$ cat config.mk
export PLATFORM = sky130hd
export DESIGN_NAME = gpio_input_debounce
export DESIGN_NICKNAME = d
export VERILOG_FILES = /design/src/rtl/gpio_input_debounce.sv
export SDC_FILE = /design/constraint.sdc
export NUM_CORES = 1
export LEC_CHECK = 0
export CAP_MARGIN = 15
export CORE_MARGIN = 2
export CORE_UTILIZATION = 30
export DETAILED_ROUTE_END_ITERATION = 10
export GPL_TIMING_DRIVEN = 0
export PLACE_DENSITY_LB_ADDON = 0.12
export SYNTH_ARGS = -nofsm -noshare
export SYNTH_HDL_FRONTEND = slang
export SYNTH_SLANG_ARGS = --single-unit
$ cat constraint.sdc
create_clock -name clk -period 3.93 [get_ports clk]
set_input_delay 0.786 -clock clk [delete_from_list [all_inputs] [get_ports clk]]
set_output_delay 0.786 -clock clk [all_outputs]
set_load 0.02 [all_outputs]
$ cat src/rtl/gpio_input_debounce.sv
`default_nettype none
// ============================================================================
// Module   : gpio_input_debounce
// Brief    : Per-channel pin synchronizer and debounce FSM with press/release
//            pulses; optional sticky press events + irq under macro
//            GPIO_INPUT_DEBOUNCE_EVENT_EN.
// Revision : 1.0 - initial release
// ============================================================================
module gpio_input_debounce #(
  parameter int NUM_CH          = 2,
  parameter int SYNC_STAGES     = 2,
  parameter int DEBOUNCE_CYCLES = 500000,
  parameter int ACTIVE_LOW      = 1
) (
  input  logic              clk,
  input  logic              resetn,
  input  logic [NUM_CH-1:0] btn_in,
  output logic [NUM_CH-1:0] btn_state,
  output logic [NUM_CH-1:0] btn_rise,
  output logic [NUM_CH-1:0] btn_fall,
  input  logic [NUM_CH-1:0] event_clr,
  output logic [NUM_CH-1:0] event_pending,
  output logic              irq
);

  localparam int                 c_cnt_w    = $clog2(DEBOUNCE_CYCLES + 1);
  localparam logic [c_cnt_w-1:0] c_cnt_last = c_cnt_w'(DEBOUNCE_CYCLES - 1);
  localparam logic [c_cnt_w-1:0] c_cnt_one  = c_cnt_w'(1);

  typedef enum logic [0:0] {
    ST_STABLE   = 1'b0,
    ST_COUNTING = 1'b1
  } state_t;

  for (genvar gi = 0; gi < NUM_CH; gi++) begin : g_ch
    logic [SYNC_STAGES-1:0] r_sync;
    logic [c_cnt_w-1:0]     r_cnt;
    state_t                 r_fsm;
    logic                   r_level;
    logic                   r_rise;
    logic                   r_fall;
    logic                   w_pin;
    logic                   w_sync;

    assign w_pin  = (ACTIVE_LOW != 0) ? ~btn_in[gi] : btn_in[gi];
    assign w_sync = r_sync[SYNC_STAGES-1];

    always_ff @(posedge clk or negedge resetn) begin
      if (!resetn) begin
        r_sync  <= '0;
        r_cnt   <= '0;
        r_fsm   <= ST_STABLE;
        r_level <= 1'b0;
        r_rise  <= 1'b0;
        r_fall  <= 1'b0;
      end else begin
        r_sync <= {r_sync[SYNC_STAGES-2:0], w_pin};
        r_rise <= 1'b0;
        r_fall <= 1'b0;
        case (r_fsm)
          ST_STABLE: begin
            if (w_sync != r_level) begin
              // A one-cycle debounce accepts the change without a counting stay.
              if (DEBOUNCE_CYCLES == 1) begin
                r_level <= w_sync;
                r_rise  <= w_sync;
                r_fall  <= ~w_sync;
              end else begin
                r_fsm <= ST_COUNTING;
                r_cnt <= c_cnt_one;
              end
            end
          end
          ST_COUNTING: begin
            if (w_sync == r_level) begin
              r_fsm <= ST_STABLE;
              r_cnt <= '0;
            end else if (r_cnt == c_cnt_last) begin
              r_level <= w_sync;
              r_rise  <= w_sync;
              r_fall  <= ~w_sync;
              r_fsm   <= ST_STABLE;
              r_cnt   <= '0;
            end else begin
              r_cnt <= r_cnt + c_cnt_one;
            end
          end
          default: begin
            r_fsm <= ST_STABLE;
            r_cnt <= '0;
          end
        endcase
      end
    end

    assign btn_state[gi] = r_level;
    assign btn_rise[gi]  = r_rise;
    assign btn_fall[gi]  = r_fall;
  end

`ifdef GPIO_INPUT_DEBOUNCE_EVENT_EN
  logic [NUM_CH-1:0] r_event_pending;

  // Set from the registered press pulse; a set wins over a same-cycle clear.
  always_ff @(posedge clk or negedge resetn) begin
    if (!resetn) begin
      r_event_pending <= '0;
    end else begin
      r_event_pending <= btn_rise | (r_event_pending & ~event_clr);
    end
  end

  assign event_pending = r_event_pending;
  assign irq           = |r_event_pending;
`else
  logic w_unused_event_clr;

  assign w_unused_event_clr = ^event_clr;
  assign event_pending      = '0;
  assign irq                = 1'b0;
`endif

endmodule
`default_nettype wire

==> flow_summary.yaml <==
run_status:
  status: "completed"
grt:
  grtUsageMet3_pct: 2.86
  grt_max_degree: 36
  antenna_found_initial: 0
  gr-usage-met2_pct: 19.6
  grt_pass1_vias: 2098
  grt_pass1_wl_um: 10700
  track_usage_pct: 13.5
  overflow: 0
  grt-busiest-layer: "met1"
  gr-usage-met1_pct: 20.3
final_layout:
  nNetsFinal: 332
  multi_input_area_mm2: 0.00135
  syn2layout_area_growth_pct: 14.0
  final_common_cell: "dfrtp_1"
  regArea_mm2: 0.00125
  final_area_mm2: 0.00314
  diodes: 0
  fin_cells: 433
  drive_gt1_share_pct: 10.2
  fill_cells: 890
  final_cell_mix: "dfrtp_1, nand2_1, nand3_1"
routing:
  drt-pass1-iter-count: 4
  ant_nets: 0
  drt_iter0_drc: 116
  vias_per_cell: 5.18
  drt_drc_violations_left: 0
  vias: 2243
  wirelength_um: 6310
  avgRoutedWirePerCell_um: 14.6
setup_path:
  regToRegStartpoint: "g_ch[1].r_cnt[0]"
  crit_arrival_ns: 2.50
  cp.required_ns: 4.13
  cp-endpoint: "g_ch[1].r_cnt[9]"
  critPathCaptureType: "register"
  r2r-end: "g_ch[1].r_cnt[9]"
  worstSetupStartpoint: "g_ch[1].r_cnt[0]"
  path_class: "register to register"
  reg2reg_slack_ns: 1.63
  rr_worst_depth: 7
  crit_fanout: 10
  crit_path_start_kind: "register"
synthesis:
  yosysSeqAreaShare_pct: 45.4
  ys.flop_type: "dfrtp_1"
  ys_seq_elements: 50
  syn-cell-area_mm2: 0.00276
  synth_cell_types: 51
  avgSynthCellArea_um2: 9.05
  synth_edf_count: 0
  async_flop_share_pct: 100
  synth_cells: 305
  yosys_warnings: 0
sta:
  maxSlewHeadroom_pct: 51.6
  drv_slew: 0
  worst_pin_slew_ns: 0.723
  fin_crit_sh_pct: 58.6
  min_period_ns: 2.30
  timing.setup.tns_ns: 0
  rsz0062_at_grt: "false"
  finClkSkew_ns: 0.00408
  hold_viol_final: 0
  achievable-frequency_mhz: 434
  layout_setup_ws_ns: 1.63
  setup-violations-final: 0
placed_design:
  placed_cells: 425
  dpl_cell_area_mm2: 0.00301
  routabilityCongestion: 0.757
  io_buffers: 9
  dp_hpwl_um: 4480
  dp_slack_ns: 1.67
pwr:
  peakVddDrop_mv: 0.196
  switching_share_pct: 23.5
  power_density_mw_per_mm2: 335
  p_seq_share_pct: 50.8
  pwr-share-comb_pct: 7.1
  power_leakage_uw: 0.00131
  p_sw_uw: 248
  internal-power_uw: 804
  p_clk_share_pct: 42.1
clock_tree:
  post_cts_resized: 0
  post_cts_buffers: 0
  root_buffer: "clkbuf_8"
  cts_sinks: 50
  htree_levels: 2
  clockBufferDepth: 2
  cts_made_buffers: 5
  cts_hold_buffers: 0
  cts.clk_slew.worst_paths_ns: 0.10
  clk-insertion-delay-late_ns: 0.31
  cts_tree: "done"
floorplan:
  rows: 34
  core_area_mm2: 0.00881
  die_h_um: 99.9
  start_util_pct: 31.3
  ioPinCount: 15
  die_w_um: 99.9
  die_area_mm2: 0.00998
run:
  drv_cap: 0
hold_path:
  hold_class: "register to register"
-- cell usage after synthesis, drive strengths merged (2+ instances only) --
master / instances / share of area, %
a211o: 2 / 0.64
a21o: 5 / 1.4
a21oi: 21 / 3.9
a22o: 5 / 1.6
and2: 4 / 0.91
and3: 7 / 1.6
buf: 14 / 3.4
clkbuf: 5 / 0.68
dfrtp: 50 / 45
ha: 2 / 0.91
inv: 13 / 1.8
mux2: 2 / 0.82
mux2i: 8 / 2.9
nand2: 37 / 5.1
nand2b: 3 / 0.68
nand3: 22 / 4.0
nand3b: 2 / 0.54
nand4: 10 / 2.5
nor2: 17 / 2.3
nor3: 15 / 3.3
nor3b: 4 / 1.1
nor4: 4 / 1.1
nor4b: 2 / 0.64
o211ai: 4 / 1.1
o21ai: 15 / 2.7
o31ai: 2 / 0.54
or2: 2 / 0.45
or3: 8 / 1.8
or4: 7 / 1.9
or4b: 2 / 0.86
xor2: 2 / 0.91
-- worst max-delay path: stages, from the launching register on --
cell and delay [ns]:
dfrtp_1 0.42, ha_1 0.27, nand4_2 0.21, or4_1 0.54, o21a_1 0.31, buf_4 0.23
a21oi_1 0.13, mux2i_1 0.09
-- sequential cells by signal (all words and copies together), names as in the netlist --
name	count
g_ch.r_fall	2
g_ch.r_cnt	38
g_ch.r_sync	4
g_ch.r_level	2
g_ch.r_rise	2
g_ch.r_fsm	2
-- power by group through the flow --
stage | registers (uW) | logic (uW) | clock network [uW]
floorplan | 542 | 46.5 | 0
global placement | 545 | 75.2 | 0
detailed placement | 545 | 76.9 | 0
CTS | 535 | 77.2 | 460
global route | 537 | 85.8 | 482
finish | 535 | 74.8 | 443
-- kinds of logic (layout without fill, tap and decap cells) --
kind of cell	count (synthesis)	after routing	share of synthesized area, %
simple gates	147	147	29.3
compound gates	60	60	13.5
flops	50	50	45.4
buf+inv	32	50	5.90
mux	10	10	3.72
xor+xnor	3	3	1.22
fa+ha+maj	2	2	0.907
other cells	1	3	0.136
-- through the flow --
| step | hold slack [ns] | utilization [%] | power [uW] |
|---|---|---|---|
| 6_report | 0.357 | 35.7 | 1050 |
| 5_1_grt | 0.375 | 35.7 | 1100 |
| 2_1_floorplan | 0.331 | - | 589 |
| 4_1_cts | 0.358 | 35.7 | 1070 |
| 3_5_place_dp | 0.335 | 34.1 | 622 |
| 3_3_place_gp | 0.333 | 34.0 | 620 |
-- how the worst min path moves through the flow --
stage	depth (start not counted)	slack, ns	start	to
2_1_floorplan	0	0.33	g_ch[0].r_sync[0]	g_ch[0].r_sync[1]
3_3_place_gp	0	0.33	g_ch[1].r_sync[0]	g_ch[1].r_sync[1]
3_5_place_dp	0	0.33	g_ch[1].r_sync[0]	g_ch[1].r_sync[1]
4_1_cts	0	0.36	g_ch[1].r_sync[0]	g_ch[1].r_sync[1]
5_1_grt	0	0.37	g_ch[1].r_sync[0]	g_ch[1].r_sync[1]
6_report	0	0.36	g_ch[1].r_sync[0]	g_ch[1].r_sync[1]
-- final cells by class --
class	instances	area share, %
Sequential cell	50	39.8
Multi-Input combinational cell	225	43.0
Clock buffer	5	2.19
Buffer	19	3.62
Tap cell	108	4.30
Clock inverter	3	2.19
Timing Repair Buffer	10	3.34
Inverter	13	1.55
-- routing by layer --
layer	wire (um)	part of all wire, %
met5	0	0
met4	76	1.2
met1	3280	52
met3	231	3.7
met2	2720	43
(Power assumes the default switching activity.)
